==> config.mk <==
export PLATFORM = sky130hd
export DESIGN_NAME = mem_bus_arbiter_flat
export DESIGN_NICKNAME = d
export VERILOG_FILES = /design/src/rtl/mem_bus_arbiter_pkg.sv /design/src/rtl/mem_bus_arbiter_if.sv /design/src/rtl/mem_bus_arbiter_arb_grant.sv /design/src/rtl/mem_bus_arbiter.sv /design/src/flat_wrapper.sv
export SDC_FILE = /design/constraint.sdc
export NUM_CORES = 1
export LEC_CHECK = 0
export BUFFER_PORTS_ARGS = -buffer_cell sky130_fd_sc_hd__buf_2
export CAP_MARGIN = 30
export CORE_AREA = 2 2 203 205
export CTS_CLUSTER_DIAMETER = 60
export DETAILED_ROUTE_END_ITERATION = 16
export DIE_AREA = 0 0 205 207
export PLACE_DENSITY_LB_ADDON = 0.3
export SLEW_MARGIN = 20
export SYNTH_ARGS = -nofsm -noshare
export SYNTH_HDL_FRONTEND = slang
export SYNTH_SLANG_ARGS = --single-unit
export TNS_END_PERCENT = 50
==> constraint.sdc <==
create_clock -name clk -period 3.4 [get_ports clk]
set_clock_uncertainty 0.05 [all_clocks]
set_input_delay 0.68 -clock clk [delete_from_list [all_inputs] [get_ports clk]]
set_output_delay 0.68 -clock clk [all_outputs]
set_load 0.01 [all_outputs]
==> src/rtl/mem_bus_arbiter_pkg.sv <==
// Shared bus definitions for the memory bus arbiter: command encoding, tag
// geometry and the owner-table entry layout.
package mem_bus_arbiter_pkg;

    localparam int XLEN         = 32;
    localparam int NUM_MEM_TAGS = 15;
    localparam int TAG_W        = 4;
    // The owner field is sized for the largest supported requester count.
    localparam int MAX_REQ      = 4;
    localparam int OWNER_W      = $clog2(MAX_REQ);

    typedef enum logic [1:0] {
        BUS_NONE  = 2'h0,
        BUS_LOAD  = 2'h1,
        BUS_STORE = 2'h2
    } bus_command_t;

    typedef struct packed {
        logic               valid;
        logic [OWNER_W-1:0] owner;
    } owner_entry_t;

endpackage

==> src/rtl/mem_bus_arbiter_if.sv <==
// Requester and memory-side signals of the arbiter. The master modport is the
// arbiter itself; slave is the cache controllers plus the memory model.
interface mem_bus_arbiter_if #(
    parameter int NUM_REQ = 2,
    parameter int OCNT_W  = 4
) ();
    import mem_bus_arbiter_pkg::*;

    logic [NUM_REQ-1:0][XLEN-1:0]   req_addr;
    logic [NUM_REQ-1:0][63:0]       req_data;
    logic [NUM_REQ-1:0][1:0]        req_command;
    logic [NUM_REQ-1:0][TAG_W-1:0]  req_response;
    logic [NUM_REQ-1:0][63:0]       req_rdata;
    logic [NUM_REQ-1:0][TAG_W-1:0]  req_rtag;
    logic [NUM_REQ-1:0][OCNT_W-1:0] req_outstanding;

    logic [XLEN-1:0]  proc2mem_addr;
    logic [63:0]      proc2mem_data;
    logic [1:0]       proc2mem_command;
    logic [TAG_W-1:0] mem2proc_response;
    logic [63:0]      mem2proc_data;
    logic [TAG_W-1:0] mem2proc_tag;

    logic             err_stray_tag;

    modport master (
        input  req_addr, req_data, req_command,
        input  mem2proc_response, mem2proc_data, mem2proc_tag,
        output req_response, req_rdata, req_rtag, req_outstanding,
        output proc2mem_addr, proc2mem_data, proc2mem_command,
        output err_stray_tag
    );

    modport slave (
        output req_addr, req_data, req_command,
        output mem2proc_response, mem2proc_data, mem2proc_tag,
        input  req_response, req_rdata, req_rtag, req_outstanding,
        input  proc2mem_addr, proc2mem_data, proc2mem_command,
        input  err_stray_tag
    );

endinterface

==> src/rtl/mem_bus_arbiter_arb_grant.sv <==
// Combinational grant selection. With MEM_ARB_RR_EN defined the search starts
// at a registered round-robin pointer; otherwise the lowest index wins.
module arb_grant
    import mem_bus_arbiter_pkg::*;
#(
    parameter int NUM_REQ = 2,
    parameter int IDX_W   = (NUM_REQ > 1) ? $clog2(NUM_REQ) : 1
) (
`ifdef MEM_ARB_RR_EN
    input  logic               clk,
    input  logic               rst,
    input  logic               accepted,
`endif
    input  logic [NUM_REQ-1:0] req_valid,
    output logic               grant_valid,
    output logic [IDX_W-1:0]   grant_idx
);

`ifdef MEM_ARB_RR_EN
    logic [IDX_W-1:0] ptr_q;

    always_comb begin
        grant_valid = 1'b0;
        grant_idx   = '0;
        for (int k = 0; k < NUM_REQ; k++) begin
            if (!grant_valid && req_valid[(int'(ptr_q) + k) % NUM_REQ]) begin
                grant_valid = 1'b1;
                grant_idx   = IDX_W'((int'(ptr_q) + k) % NUM_REQ);
            end
        end
    end

    // A refused requester keeps the pointer, so it stays first in line.
    always_ff @(posedge clk) begin
        if (rst) begin
            ptr_q <= '0;
        end else if (grant_valid && accepted) begin
            ptr_q <= (int'(grant_idx) == NUM_REQ - 1) ? '0 : IDX_W'(int'(grant_idx) + 1);
        end
    end
`else
    always_comb begin
        grant_valid = 1'b0;
        grant_idx   = '0;
        for (int k = NUM_REQ - 1; k >= 0; k--) begin
            if (req_valid[k]) begin
                grant_valid = 1'b1;
                grant_idx   = IDX_W'(k);
            end
        end
    end
`endif

endmodule

==> src/rtl/mem_bus_arbiter.sv <==
// Shares the tagged memory bus between NUM_REQ requesters and routes returned
// load data through a per-tag owner table. Round-robin grant: MEM_ARB_RR_EN.
module mem_bus_arbiter
    import mem_bus_arbiter_pkg::*;
#(
    parameter int NUM_REQ  = 2,
    parameter int NUM_TAGS = NUM_MEM_TAGS,
    parameter int OCNT_W   = 4
) (
    input  logic              clk,
    input  logic              rst,
    mem_bus_arbiter_if.master bus
);

    localparam int IDX_W = (NUM_REQ > 1) ? $clog2(NUM_REQ) : 1;
    localparam logic [OCNT_W-1:0] CNT_MAX = '1;

    logic [NUM_REQ-1:0]         req_active;
    logic                       grant_valid;
    logic [IDX_W-1:0]           grant_idx;
    logic                       mem_accept;
    logic                       load_alloc;
    logic                       tag_present;
    logic                       ret_hit;
    owner_entry_t               ret_entry;
    owner_entry_t               owner_tbl [1:NUM_TAGS];
    logic [NUM_REQ-1:0]         cnt_inc;
    logic [NUM_REQ-1:0]         cnt_dec;
    logic [NUM_REQ-1:0][OCNT_W-1:0] ocnt_q;
    logic                       err_q;

    always_comb begin
        for (int i = 0; i < NUM_REQ; i++) begin
            req_active[i] = (bus.req_command[i] != BUS_NONE);
        end
    end

    arb_grant #(
        .NUM_REQ (NUM_REQ),
        .IDX_W   (IDX_W)
    ) u_grant (
`ifdef MEM_ARB_RR_EN
        .clk         (clk),
        .rst         (rst),
        .accepted    (mem_accept),
`endif
        .req_valid   (req_active),
        .grant_valid (grant_valid),
        .grant_idx   (grant_idx)
    );

    assign mem_accept  = grant_valid && (bus.mem2proc_response != '0);
    assign load_alloc  = mem_accept && (bus.req_command[grant_idx] == BUS_LOAD);
    assign tag_present = (bus.mem2proc_tag != '0);

    // Request path is a pure mux; non-granted requesters see a zero response.
    always_comb begin
        bus.proc2mem_addr    = '0;
        bus.proc2mem_data    = '0;
        bus.proc2mem_command = BUS_NONE;
        bus.req_response     = '0;
        if (grant_valid) begin
            bus.proc2mem_addr               = bus.req_addr[grant_idx];
            bus.proc2mem_data               = bus.req_data[grant_idx];
            bus.proc2mem_command            = bus.req_command[grant_idx];
            bus.req_response[grant_idx]     = bus.mem2proc_response;
        end
    end

    always_comb begin
        ret_entry = '0;
        for (int t = 1; t <= NUM_TAGS; t++) begin
            if (bus.mem2proc_tag == TAG_W'(t)) begin
                ret_entry = owner_tbl[t];
            end
        end
    end

    assign ret_hit = tag_present && ret_entry.valid;

    always_comb begin
        bus.req_rtag  = '0;
        bus.req_rdata = '0;
        cnt_inc       = '0;
        cnt_dec       = '0;
        for (int i = 0; i < NUM_REQ; i++) begin
            if (ret_hit && ret_entry.owner == OWNER_W'(i)) begin
                bus.req_rtag[i]  = bus.mem2proc_tag;
                bus.req_rdata[i] = bus.mem2proc_data;
                cnt_dec[i]       = 1'b1;
            end
            cnt_inc[i] = load_alloc && (grant_idx == IDX_W'(i));
        end
    end

    // Allocation takes precedence over a same-cycle return of the same tag.
    always_ff @(posedge clk) begin
        if (rst) begin
            for (int t = 1; t <= NUM_TAGS; t++) begin
                owner_tbl[t] <= '0;
            end
        end else begin
            for (int t = 1; t <= NUM_TAGS; t++) begin
                if (load_alloc && bus.mem2proc_response == TAG_W'(t)) begin
                    owner_tbl[t] <= '{valid: 1'b1, owner: OWNER_W'(grant_idx)};
                end else if (ret_hit && bus.mem2proc_tag == TAG_W'(t)) begin
                    owner_tbl[t].valid <= 1'b0;
                end
            end
        end
    end

    always_ff @(posedge clk) begin
        if (rst) begin
            ocnt_q <= '0;
        end else begin
            for (int i = 0; i < NUM_REQ; i++) begin
                if (cnt_inc[i] && !cnt_dec[i] && ocnt_q[i] != CNT_MAX) begin
                    ocnt_q[i] <= ocnt_q[i] + 1'b1;
                end else if (cnt_dec[i] && !cnt_inc[i] && ocnt_q[i] != '0) begin
                    ocnt_q[i] <= ocnt_q[i] - 1'b1;
                end
            end
        end
    end

    always_ff @(posedge clk) begin
        if (rst) begin
            err_q <= 1'b0;
        end else if (tag_present && !ret_hit) begin
            err_q <= 1'b1;
        end
    end

    assign bus.req_outstanding = ocnt_q;
    assign bus.err_stray_tag   = err_q;

endmodule

==> src/flat_wrapper.sv <==
// flat-port wrapper written by rule: the top's interface ports become plain ports
module mem_bus_arbiter_flat import mem_bus_arbiter_pkg::*;
#(
    parameter int NUM_REQ  = 2,
    parameter int NUM_TAGS = NUM_MEM_TAGS,
    parameter int OCNT_W   = 4
)
  (clk, rst, bus_req_addr, bus_req_data, bus_req_command, bus_mem2proc_response, bus_mem2proc_data, bus_mem2proc_tag, bus_req_response, bus_req_rdata, bus_req_rtag, bus_req_outstanding, bus_proc2mem_addr, bus_proc2mem_data, bus_proc2mem_command, bus_err_stray_tag);
  mem_bus_arbiter_if #(.NUM_REQ(NUM_REQ), .OCNT_W(OCNT_W)) bus_i ();
  input  logic clk;
  input  logic rst;
  input wire logic [$bits(bus_i.req_addr)-1:0] bus_req_addr;
  input wire logic [$bits(bus_i.req_data)-1:0] bus_req_data;
  input wire logic [$bits(bus_i.req_command)-1:0] bus_req_command;
  input wire logic [$bits(bus_i.mem2proc_response)-1:0] bus_mem2proc_response;
  input wire logic [$bits(bus_i.mem2proc_data)-1:0] bus_mem2proc_data;
  input wire logic [$bits(bus_i.mem2proc_tag)-1:0] bus_mem2proc_tag;
  output wire logic [$bits(bus_i.req_response)-1:0] bus_req_response;
  output wire logic [$bits(bus_i.req_rdata)-1:0] bus_req_rdata;
  output wire logic [$bits(bus_i.req_rtag)-1:0] bus_req_rtag;
  output wire logic [$bits(bus_i.req_outstanding)-1:0] bus_req_outstanding;
  output wire logic [$bits(bus_i.proc2mem_addr)-1:0] bus_proc2mem_addr;
  output wire logic [$bits(bus_i.proc2mem_data)-1:0] bus_proc2mem_data;
  output wire logic [$bits(bus_i.proc2mem_command)-1:0] bus_proc2mem_command;
  output wire logic [$bits(bus_i.err_stray_tag)-1:0] bus_err_stray_tag;
  assign bus_i.req_addr = bus_req_addr;
  assign bus_i.req_data = bus_req_data;
  assign bus_i.req_command = bus_req_command;
  assign bus_i.mem2proc_response = bus_mem2proc_response;
  assign bus_i.mem2proc_data = bus_mem2proc_data;
  assign bus_i.mem2proc_tag = bus_mem2proc_tag;
  assign bus_req_response = bus_i.req_response;
  assign bus_req_rdata = bus_i.req_rdata;
  assign bus_req_rtag = bus_i.req_rtag;
  assign bus_req_outstanding = bus_i.req_outstanding;
  assign bus_proc2mem_addr = bus_i.proc2mem_addr;
  assign bus_proc2mem_data = bus_i.proc2mem_data;
  assign bus_proc2mem_command = bus_i.proc2mem_command;
  assign bus_err_stray_tag = bus_i.err_stray_tag;
  mem_bus_arbiter #(.NUM_REQ(NUM_REQ), .NUM_TAGS(NUM_TAGS), .OCNT_W(OCNT_W)) u_core (.clk(clk), .rst(rst), .bus(bus_i));
endmodule
# --- Word level (Yosys, flattened, before mapping) ---
# Memory sizes are Yosys's and may differ from the RTL's.
# Index checks and enable logic that the tools add are counted.
classes:
  n_addsub: 4
  order_cmp: 2
  eq_ne: 34
  muxes: 177
  bitwise: 32
  reduce_logical: 61
op_table:
  columns: ["operator", "count"]
  rows:
  - ["2-to-1 mux 64 bit", 5]
  - ["2-to-1 mux 1 bit", 127]
  - ["2-to-1 mux 32 bit", 3]
  - ["equality test 4 bit, second input constant", 16]
  - ["logical AND 1 bit", 47]
  - ["2-to-1 mux 3 bit", 15]
  - ["2-to-1 mux 2 bit", 18]
  - ["equality test 4 x 3 -> 1 bit, second input constant", 8]
  - ["bitwise OR 1 bit", 30]
  - ["2-to-1 mux 4 bit", 7]
  - ["equality test 4 x 2 -> 1 bit, second input constant", 4]
  - ["nonzero test 4 bit", 4]
  - ["adder 4 x 1 -> 4 bit, second input constant", 2]
  - ["AND 8 bit", 1]
  - ["equality test 4 x 1 -> 1 bit, second input constant", 2]
  - ["2-to-1 mux 8 bit", 1]
  - ["inequality test 4 bit, second input constant", 2]
  - ["nonzero test 2 bit", 4]
  - ["subtractor 4 x 1 -> 4 bit, second input constant", 2]
  - ["zero test 1 bit", 5]
  - ["demux 4 bit (select 1 bit)", 1]
  - ["equality test 2 x 1 -> 1 bit, second input constant", 2]
  - ["zero test 2 bit", 1]
  - ["less-than comparator 1 x 2 -> 1 bit, second input constant", 1]
  - ["other kinds (2)", 2]
word_totals:
  register_bits: 9
  ram_bits: 30
  inputBits: 270
  memories: 1
memory_table:
  columns: ["memory", "words", "width", "rd", "rd_clocked_by_memory_dff", "wr", "line", "rtl"]
  rows:
  - ["u_core.owner_tbl", 15, 2, 15, 0, 15, "mem_bus_arbiter.sv:26", "owner_entry_t owner_tbl [1:NUM_TAGS];"]

# --- Depth between registers and ports, before layout ---
# Gate-level depths: netlist of the first run.
depth:
  depth_word: 23
  ltp_mapped: 16
  mapped_depth_nobuf: 12

# --- Cells and area by module ---
# A second synthesis of the first run with hierarchy kept.
hier_totals:
  hier_cells: 644
  hier_area_um2: 5237.5
by_module_without_submodules:
  columns: ["module", "instances", "cells_each", "area_per_inst_um2", "seq_area_each_um2"]
  rows:
  - ["mem_bus_arbiter", 1, 642, 5222.5, 1081.0]
  - ["arb_grant", 1, 2, 15.0, 0.0]

# --- Worst setup path before layout of the first run ---
# Ideal clock, no wire load.
synth_timing:
  path_type: "in2reg"
  startpoint: "in bus_mem2proc_tag[0]"
  endpoint: "reg u_core.ocnt_q, in the netlist u_core.bus.req_outstanding[7]"
  arrival_time_ns: 3.381
  required_time_ns: 3.227
  slack_ns: -0.154
  stages: 15
  path_cell_list: "buf_6 mux4_2 a22oi_2 o31ai_2 nor2b_1 o31a_1 buf_6 buf_2 nand2b_1 ha_1 a21o_1 a21oi_1 nor2b_1 mux2i_1 mux2_1"
synth_between:
  elab_chain_cells: 23
synth_rtl:
  columns: ["item", "line", "rtl"]
  rows:
  - ["from (decl)", "flat_wrapper.sv:17", "input wire logic [$bits(bus_i.mem2proc_tag)-1:0] bus_mem2proc_tag;"]
  - ["equality test 4 x 1 -> 1 bit", "mem_bus_arbiter.sv:73", "if (bus.mem2proc_tag == TAG_W'(t)) begin"]
  - ["2-to-1 mux 3 bit (15 in a row)", "mem_bus_arbiter.sv:73", null]
  - ["equality test 2 x 1 -> 1 bit / logical AND 1 bit (equally long branches)", "mem_bus_arbiter.sv:87, mem_bus_arbiter.sv:79", null]
  - ["logical AND 1 bit *", "mem_bus_arbiter.sv:87", "if (ret_hit && ret_entry.owner == OWNER_W'(i)) begin"]
  - ["2-to-1 mux 1 bit *", "mem_bus_arbiter.sv:87", null]
  - ["zero test 1 bit", "mem_bus_arbiter.sv:118", "if (cnt_inc[i] && !cnt_dec[i] && ocnt_q[i] != CNT_MAX) begin"]
  - ["logical AND 1 bit (2 in a row)", "mem_bus_arbiter.sv:118", null]
  - ["2-to-1 mux 4 bit / nonzero test 2 bit (equally long branches)", null, null]
  - ["to (signal, indexed assignment)", "mem_bus_arbiter.sv:119", "ocnt_q[i] <= ocnt_q[i] + 1'b1;"]
  - ["to (signal, indexed assignment)", "mem_bus_arbiter.sv:121", "ocnt_q[i] <= ocnt_q[i] - 1'b1;"]
  - ["to (decl)", "mem_bus_arbiter.sv:29", "logic [NUM_REQ-1:0][OCNT_W-1:0] ocnt_q;"]
# Mark *: on every way between the ends. The rest lies on a longest branch, timed or not.
# A chain may end at the register's enable or synchronous reset.

# --- Final worst setup path of the first run ---
layout_timing:
  startpoint: "in bus_mem2proc_tag[0]"
  endpoint: "out bus_req_rdata[106]"
layout_between:
  elab_chain_cells: 19
layout_rtl:
  columns: ["item", "line", "rtl"]
  rows:
  - ["equality test 4 x 1 -> 1 bit", "mem_bus_arbiter.sv:73", null]
  - ["2-to-1 mux 3 bit (15 in a row)", "mem_bus_arbiter.sv:73", null]
  - ["equality test 2 x 1 -> 1 bit / logical AND 1 bit (equally long branches)", "mem_bus_arbiter.sv:87, mem_bus_arbiter.sv:79", null]
  - ["logical AND 1 bit *", "mem_bus_arbiter.sv:87", null]
  - ["2-to-1 mux 64 bit *", "mem_bus_arbiter.sv:87", null]
  - ["to (decl)", "flat_wrapper.sv:19", "output wire logic [$bits(bus_i.req_rdata)-1:0] bus_req_rdata;"]
# Marked as above.

==> results of run 1 <==
## power breakdown
part | switching, mW | leakage [nW] | internal (mW)
clock | 0.201 | 0.0675 | 0.271
sequential | 0.0367 | 0.372 | 0.547
combinational | 0.642 | 4.21 | 0.610
total | 0.879 | 4.65 | 1.43
## cell usage in the layout (no fill, tap or decap), drive strengths merged, types with 3 or more instances in the layout
| master | instances |
|---|---|
| and3 | 68 |
| edfxtp | 30 |
| o21ai | 3 |
| and2 | 78 |
| a21oi | 3 |
| a211oi | 3 |
| o21bai | 5 |
| ha | 4 |
| nand3b | 3 |
| nor2b | 15 |
| nand2b | 10 |
| mux2i | 5 |
| dfxtp | 9 |
| clkbuf | 12 |
| mux2 | 8 |
| a31o | 11 |
| nor3 | 4 |
| a21o | 16 |
| buf | 572 |
| diode | 3 |
| nor3b | 3 |
| mux4 | 3 |
| nand2 | 10 |
| inv | 3 |
| a22o | 96 |
| nor2 | 50 |
| or2 | 7 |
| nand3 | 3 |
| a41o | 4 |
## cell families (layout without fill, tap and decap cells)
group | after synthesis | count (layout) | synth area share [%]
AO/OA/AOI/OAI | 156 | 156 | 29.9
XOR/XNOR | 2 | 2 | 0.388
adder cells (fa/ha/maj) | 6 | 6 | 2.00
buffers and inverters | 63 | 590 | 6.12
flip-flops | 39 | 39 | 23.9
multiplexers | 16 | 16 | 5.29
other | 0 | 3 | 0
AND/OR/NAND/NOR | 256 | 256 | 32.3
## cell type report
type	count	area, um2	area share, %
Multi-Input combinational cell	436	3290	38.7
Antenna cell	3	7.51	0.0885
Timing Repair Buffer	579	3290	38.7
Inverter	3	11.3	0.133
Clock buffer	5	125	1.47
Clock inverter	3	20.0	0.236
Sequential cell	39	1080	12.7
Tap cell	532	666	7.85
## per-stage QoR
stage | cells | area, um2
2_1_floorplan | 538 | 4550
3_3_place_gp | 1578 | 8000
3_5_place_dp | 1578 | 8000
4_1_cts | 1586 | 8170
5_1_grt | 1599 | 8480
6_report | 1600 | 8480
## state kept, by name, summed over array words and instances, names as in the netlist
name / flops
u_core.bus.req_outstanding: 8
u_core.bus.err_stray_tag: 1
u_core.owner_tbl: 30
## what timing repair did
| item | 4_1_cts | 5_1_grt |
|---|---|---|
| buffers inserted | 0 | 3 |
| resized for setup | 9 | 26 |
| pin swaps | 0 | 4 |
| cloned | 0 | 8 |
| setup endpoints to repair | 130 | 130 |
## worst paths after layout
check                                                     end  slack (ns)  depth (start not counted)
worst max-delay path                       bus_req_rdata[106]        0.07                         10
worst min-delay path                 u_core.bus.err_stray_tag        0.42                          2
worst max register to register  u_core.bus.req_outstanding[3]        0.38                         13
worst min register to register       u_core.bus.err_stray_tag        0.42                          2
## metal layers
| layer | vias up | share of wire [%] | global-route usage, % |
|---|---|---|---|
| li1 | 3066 | - | - |
| met1 | 3032 | 32 | 12.1 |
| met2 | 356 | 56 | 27.7 |
| met3 | 39 | 8.9 | 3.89 |
| met4 | 10 | 2.8 | 3.72 |
| met5 | - | 0.21 | 0 |
## worst max-delay path: stages
cell and delay, ns:
buf_12 0.10, mux4_2 0.50, a22oi_2 0.27, o31ai_4 0.12, nor2b_2 0.17, o31a_4 0.13, clkbuf_16 0.18, clkbuf_16 0.16
and2_1 0.15, buf_2 0.13
==> results.yml, run 1 <==
global_route:
  antenna_found_initial: 11
  grt_pass1_wl_mm: 41.4
  overflow: 0
  grt_pass1_vias: 6355
  gr-usage-all-layers_pct: 13.3
  grt_max_degree: 101
sta:
  period_needed_ns: 3.33
  max_freq_mhz: 300
  fin_crit_sh_pct: 98.0
  tns_ns: 0
  slew_violations: 0
  finalSetupViolCount: 0
  max_slew_margin_pct: 57.5
  tightestPinTransition_ns: 0.637
  fin_ws_ns: 0.0670
  hold-worst-slack_ns: 0.419
  finalHoldViolCount: 0
yosys:
  synth_top_area_share_pct: 20.0
  synth-seq-cells: 39
  synth.most_common_cell: "a22o_1"
  ys_seq_area_share_pct: 23.9
  yosysUniqueCellTypes: 59
  synth_cells: 538
  synth_edf_count: 30
  yosysWarnings: 0
  ys.flop_type: "edfxtp_1"
  syn_area_um2: 4520
  synth_fp_nets: 814
  yosys-top-cells-count: "a22o_1 (96), and2_1 (78), and3_1 (68)"
  synth_top_cell_by_area: "edfxtp_1"
  synth.area.top_cells: "edfxtp_1 (20%), a22o_1 (19%), and2_1 (11%), and3_1 (9.4%), nor2_1 (4.2%)"
  ys_async_sr_fraction_pct: 0
  syn_area_per_cell_um2: 8.39
critical_path:
  critPathLaunch: "bus_mem2proc_tag[0]"
  r2r-start: "u_core.owner_tbl[1][15]"
  cp-start-kind: "input port"
  cp.arrival_ns: 2.60
  cp-end-kind: "primary output"
  worstPathMaxFanout: 8
  crit_type: "input port to primary output"
  crit_required_ns: 2.67
flow_run:
  maxCapViolations: 0
placement:
  dp_slack_ns: -0.168
  hpwlAfterDp_mm: 26.1
  port_buffers: 520
  place.gp.congestion: 0.939
routing:
  routed_wl_mm: 31.4
  antenna_left: 0
  vias: 6503
  first_iter_violations: 361
  viasPerCell: 4.06
  dr.pass1.iters: 4
  drc: 0
  wl_per_cell_um: 19.7
clocking:
  clkLatencyLatePin_ns: 0.28
  clk_path_buf_depth: 2
  cts-htree-levels: 2
  cts_buffers: 5
  clk_pin_slew_ns: 0.06
  cts_num_sinks: 39
  hold_buffers: 0
  cts-root-buf: "clkbuf_16"
  tritoncts: "built"
finish:
  syn2layout_area_growth_pct: 87.9
  fin_util_pct: 21.0
  drive_gt1_share_pct: 60.5
  nFillCells: 4571
  final_nets: 1340
floorplanning:
  core_region_area_um2: 40400
  dieArea_um2: 42400
  core.rowCount: 74
  start_util_pct: 11.2
  ios: 521
  die_h_um: 207
  die_x_um: 205
power_and_ir_drop:
  powerDensity_nw_per_um2: 272
  total_power_mw: 2.31
  leakage_nw: 4.65
  peakVddDrop_v: 0.000221
min_path:
  hold_path_class: "flop to flop"
  min-delay-start: "u_core.bus.err_stray_tag"
outcome:
  status: "complete, no violations"
(Power assumes the default switching activity.)
==> run 2: changes to the inputs <==
==> constraint.sdc (replaced) <==
create_clock -name clk -period 3.4 [get_ports clk]
set_clock_uncertainty 0.05 [all_clocks]
set_input_delay 0.68 -clock clk [delete_from_list [all_inputs] [get_ports clk]]
set_output_delay 0.68 -clock clk [all_outputs]
set_load 0.05 [all_outputs]
==> run 2 against run 1 <==
Effect of this change: core utilization is 0.74 points higher; first-iteration DRC count is 4.2% lower; cell area is 3.5% higher; clock power is 12% higher; via count is 0.85% lower; count of clock-buffer cells in the layout stayed put; largest cell class is now non-clock buffers; highest routed layer unchanged.
==> results.yml, run 2 (synthesized netlist as in run 1, its figures left out) <==
global_route:
  grt_busiest_layer: "met2"
  gr-usage-all-layers_pct: 13.2
  met3_usage_pct: 3.37
  grt_pass1_vias: 6386
  antenna_found_initial: 11
  use_met1_pct: 12.3
  grt_pass1_wl_mm: 41.0
  overflow: 0
  grt_max_degree: 101
  met2_usage_pct: 27.3
sta:
  rsz0062_at_grt: "true"
  fin_ws_ns: 0.0736
  finalHoldViolCount: 0
  finalSetupViolCount: 0
  tns_ns: 0
  slew_violations: 0
  fin_crit_sh_pct: 97.8
  max_slew_margin_pct: 56.2
  tightestPinTransition_ns: 0.657
  period_needed_ns: 3.33
  max_freq_mhz: 301
critical_path:
  crit_required_ns: 2.67
  r2r_cells: 13
  cp-end-kind: "primary output"
  crit_type: "input port to primary output"
  cp.arrival_ns: 2.60
  cp-start-kind: "input port"
  r2r-start: "u_core.owner_tbl[1][11]"
  worstPathMaxFanout: 67
  critPathLaunch: "bus_mem2proc_tag[1]"
floorplanning:
  start_util_pct: 11.2
  ios: 521
  core.rowCount: 74
  die_x_um: 205
  die_h_um: 207
  core_region_area_um2: 40400
  dieArea_um2: 42400
outcome:
  status: "complete, no violations"
clocking:
  clkLatencyLatePin_ns: 0.29
  cts_buffers: 5
  tritoncts: "built"
  cts-root-buf: "clkbuf_16"
  clk_pin_slew_ns: 0.05
  clk_path_buf_depth: 2
  cts-htree-levels: 2
  cts_num_sinks: 39
  hold_buffers: 0
finish:
  drive_gt1_share_pct: 60.0
  syn2layout_area_growth_pct: 94.5
  fin_util_pct: 21.8
  final_common_cell: "buf_2"
  final_nets: 1327
  largest_register_ff_count: 30
  top_register: "u_core.owner_tbl"
  final_cell_mix: "buf_2 (437), a22o_1 (96), buf_4 (75)"
  stdcell_area_um2: 8780
placement:
  dpl-instance-area_um2: 8270
  dp_slack_ns: -0.303
  port_buffers: 520
  hpwlAfterDp_mm: 25.8
  place.gp.congestion: 0.935
routing:
  wl_per_cell_um: 19.1
  drc: 0
  vias: 6448
  first_iter_violations: 346
  viasPerCell: 4.06
  dr.pass1.iters: 7
  routed_wl_mm: 30.4
  antenna_left: 0
power_and_ir_drop:
  total_power_mw: 3.07
  peakVddDrop_v: 0.000175
  leakage_nw: 4.62
  powerDensity_nw_per_um2: 349
flow_run:
  maxCapViolations: 0
min_path:
  min-delay-start: "u_core.bus.err_stray_tag"
  hold_path_class: "flop to flop"
  min_path_cells: 2
run 2: changes by cell type in the layout (fill, tap and decap cells not counted), moves of 2 or more:
| cell | delta |
|---|---|
| buf_2 | -78 |
| buf_4 | +31 |
| buf_12 | +21 |
| buf_6 | +14 |
| clkbuf_16 | -6 |
| clkbuf_4 | +6 |
| nor3b_1 | +2 |
| nor3b_2 | -2 |
run 2: final timing paths:
path                                                       to  slack (ns)
worst max-delay path                        bus_req_rdata[50]        0.07
worst min-delay path                 u_core.bus.err_stray_tag        0.41
worst max register to register  u_core.bus.req_outstanding[7]        0.35
worst min register to register       u_core.bus.err_stray_tag        0.41
run 2: layout make-up:
cell class	count	area, um2
Timing Repair Buffer	566	3590
Multi-Input combinational cell	436	3270
Clock inverter	2	37.5
Clock buffer	5	125
Antenna cell	4	10.0
Tap cell	532	666
Fill cell	4514	31600
Sequential cell	39	1080
Inverter	3	11.3
run 2: per-stage QoR:
stage	hold slack (ns)	std cells
after global routing	0.474	1585
after floorplan	0.491	538
final	0.413	1587
after CTS	0.420	1583
after detailed placement	0.407	1575
after global placement	0.401	1575
run 2: worst max-delay path, stage by stage:
cell	delay [ns]
clkbuf_4	0.17
nand3b_1	0.20
a211oi_2	0.27
a2111oi_2	0.09
o41a_2	0.53
buf_12	0.20
and3_1	0.22
clkbuf_4	0.21
run 2: timing repair:
item | CTS | global route
gates resized for setup | 45 | 80
setup buffers | 1 | 0
pin swaps | 0 | 1
setup endpoints to repair | 136 | 135
run 2: layer usage:
metal,wire length [um],vias to the layer above,share of wire (%)
met5,36,-,0.12
met4,852,8,2.8
met3,2920,38,9.6
met2,16800,380,55
met1,9800,2991,32
li1,-,3031,-
run 2: power breakdown:
| group | total [mW] | leakage [nW] | internal [mW] | switching (mW) |
|---|---|---|---|---|
| combinational | 1.96 | 4.18 | 0.649 | 1.31 |
| clock | 0.529 | 0.0759 | 0.342 | 0.187 |
| sequential | 0.583 | 0.372 | 0.548 | 0.0359 |
==> run 3: changes to the inputs <==
==> constraint.sdc (replaced) <==
create_clock -name clk -period 3.3 [get_ports clk]
set_clock_uncertainty 0.05 [all_clocks]
set_input_delay 0.66 -clock clk [delete_from_list [all_inputs] [get_ports clk]]
set_output_delay 0.66 -clock clk [all_outputs]
set_load 0.05 [all_outputs]
==> run 3 against run 2 <==
Effect of this change: worst setup slack worse by 0.064 ns; die area stayed put; core utilization is 2.6 points higher; non-clock buffer count is 17 higher; sequential share of layout area is 1.3 points lower; clock power is 12% lower; critical path type unchanged; highest routed layer is now met4.
==> results.yml, run 3 (synthesized netlist as in run 1, its figures left out) <==
outcome:
  status: "complete, no violations"
sta:
  finalSetupViolCount: 0
  rsz0062_at_grt: "true"
  slew_violations: 0
  finalHoldViolCount: 0
  tightestPinTransition_ns: 0.653
  max_freq_mhz: 304
  max_slew_margin_pct: 56.1
  fin_ws_ns: 0.00912
  period_needed_ns: 3.29
  fin_crit_sh_pct: 99.7
finish:
  top_register: "u_core.owner_tbl"
  stdcell_area_um2: 9850
  finalNonFillerCells: 1606
  largest_register_ff_count: 30
  final_common_cell: "buf_2"
  drive_gt1_share_pct: 65.2
  nFillCells: 4419
  final_cell_mix: "buf_2 (385), a22o_1 (96), buf_4 (74)"
  final_nets: 1344
  syn2layout_area_growth_pct: 118
routing:
  wl_per_cell_um: 20.0
  drc: 0
  vias: 6568
  routed_wl_mm: 32.2
  antenna_left: 0
  dr.pass1.iters: 4
  first_iter_violations: 292
  viasPerCell: 4.09
critical_path:
  cp.arrival_ns: 2.58
  cp-start-kind: "input port"
  cp-end-kind: "primary output"
  crit_type: "input port to primary output"
  crit_required_ns: 2.59
  worstPathMaxFanout: 67
flow_run:
  maxCapViolations: 0
floorplanning:
  dieArea_um2: 42400
  core.rowCount: 74
  die_x_um: 205
  core_region_area_um2: 40400
  ios: 521
  start_util_pct: 11.2
  die_h_um: 207
global_route:
  gr-usage-all-layers_pct: 14.0
  grt_max_degree: 101
  grt_pass1_vias: 6737
  antenna_found_initial: 14
  overflow: 0
  grt_pass1_wl_mm: 43.5
power_and_ir_drop:
  powerDensity_nw_per_um2: 339
  total_power_mw: 3.34
  peakVddDrop_v: 0.000151
  leakage_nw: 5.03
placement:
  dp_cells: 1576
  port_buffers: 520
  dpl-instance-area_um2: 8650
  place.gp.congestion: 0.866
  dp_slack_ns: -0.351
  hpwlAfterDp_mm: 25.6
min_path:
  hold_path_class: "flop to flop"
clocking:
  hold_buffers: 0
  tritoncts: "built"
  clk_path_buf_depth: 2
  cts_buffers: 5
  clkLatencyLatePin_ns: 0.28
  clk_pin_slew_ns: 0.06
  cts_num_sinks: 39
  cts-root-buf: "clkbuf_16"
  cts-htree-levels: 2
run 3: path summary, 6_finish.rpt:
path / end / depth (start not counted) / start / slack (ns)
max: bus_req_rdata[62] / 9 / bus_mem2proc_tag[2] / 0.009
min: u_core.bus.err_stray_tag / 2 / u_core.bus.err_stray_tag / 0.45
max reg2reg: u_core.bus.req_outstanding[7] / 15 / u_core.owner_tbl[0][4] / 0.19
min reg2reg: u_core.bus.err_stray_tag / 2 / u_core.bus.err_stray_tag / 0.45
run 3: metrics by stage:
step | utilization [%] | hold slack (ns) | setup TNS [ns]
2_1_floorplan | - | 0.491 | -0.0665
3_3_place_gp | 21.4 | 0.446 | -24.18
3_5_place_dp | 21.4 | 0.447 | -26.46
4_1_cts | 23.8 | 0.457 | -4.01
5_1_grt | 24.4 | 0.477 | -3.35
6_report | 24.4 | 0.452 | 0
run 3: what timing repair did:
action | 4_1_cts | 5_1_grt
pin swaps | 11 | 17
resized for setup | 218 | 26
gates cloned | 4 | 4
endpoints found under the hold margin | 0 | 0
setup endpoints to repair | 138 | 139
setup buffers | 7 | 2
run 3: worst max-delay path, stage by stage:
cell	delay, ns
buf_6	0.12
buf_4	0.14
and2_1	0.16
nor3b_1	0.17
buf_4	0.14
o41a_2	0.53
buf_12	0.19
and3_1	0.23
buf_4	0.19
run 3: power breakdown:
group	switching, mW	internal [mW]
registers	0.0369	0.564
clock network	0.188	0.279
logic	1.40	0.869
run 3: final cells by class:
class | count | area [um2] | area share, %
timing repair buffer | 583 | 4520 | 45.9
clock inverter | 1 | 5.00 | 0.0508
antenna | 5 | 12.5 | 0.127
inverter | 3 | 13.8 | 0.140
sequential | 39 | 1080 | 11.0
multi-input combinational | 436 | 3420 | 34.7
tap | 532 | 666 | 6.76
clock buffer | 7 | 133 | 1.35
run 3: layer usage:
layer / wire length, um / track usage (%) / up-vias
met4: 851 / 4.74 / 0
met1: 9780 / 11.9 / 3072
met5: 0 / 0 / -
met2: 18500 / 29.5 / 375
li1: - / - / 3082
met3: 3090 / 4.33 / 39
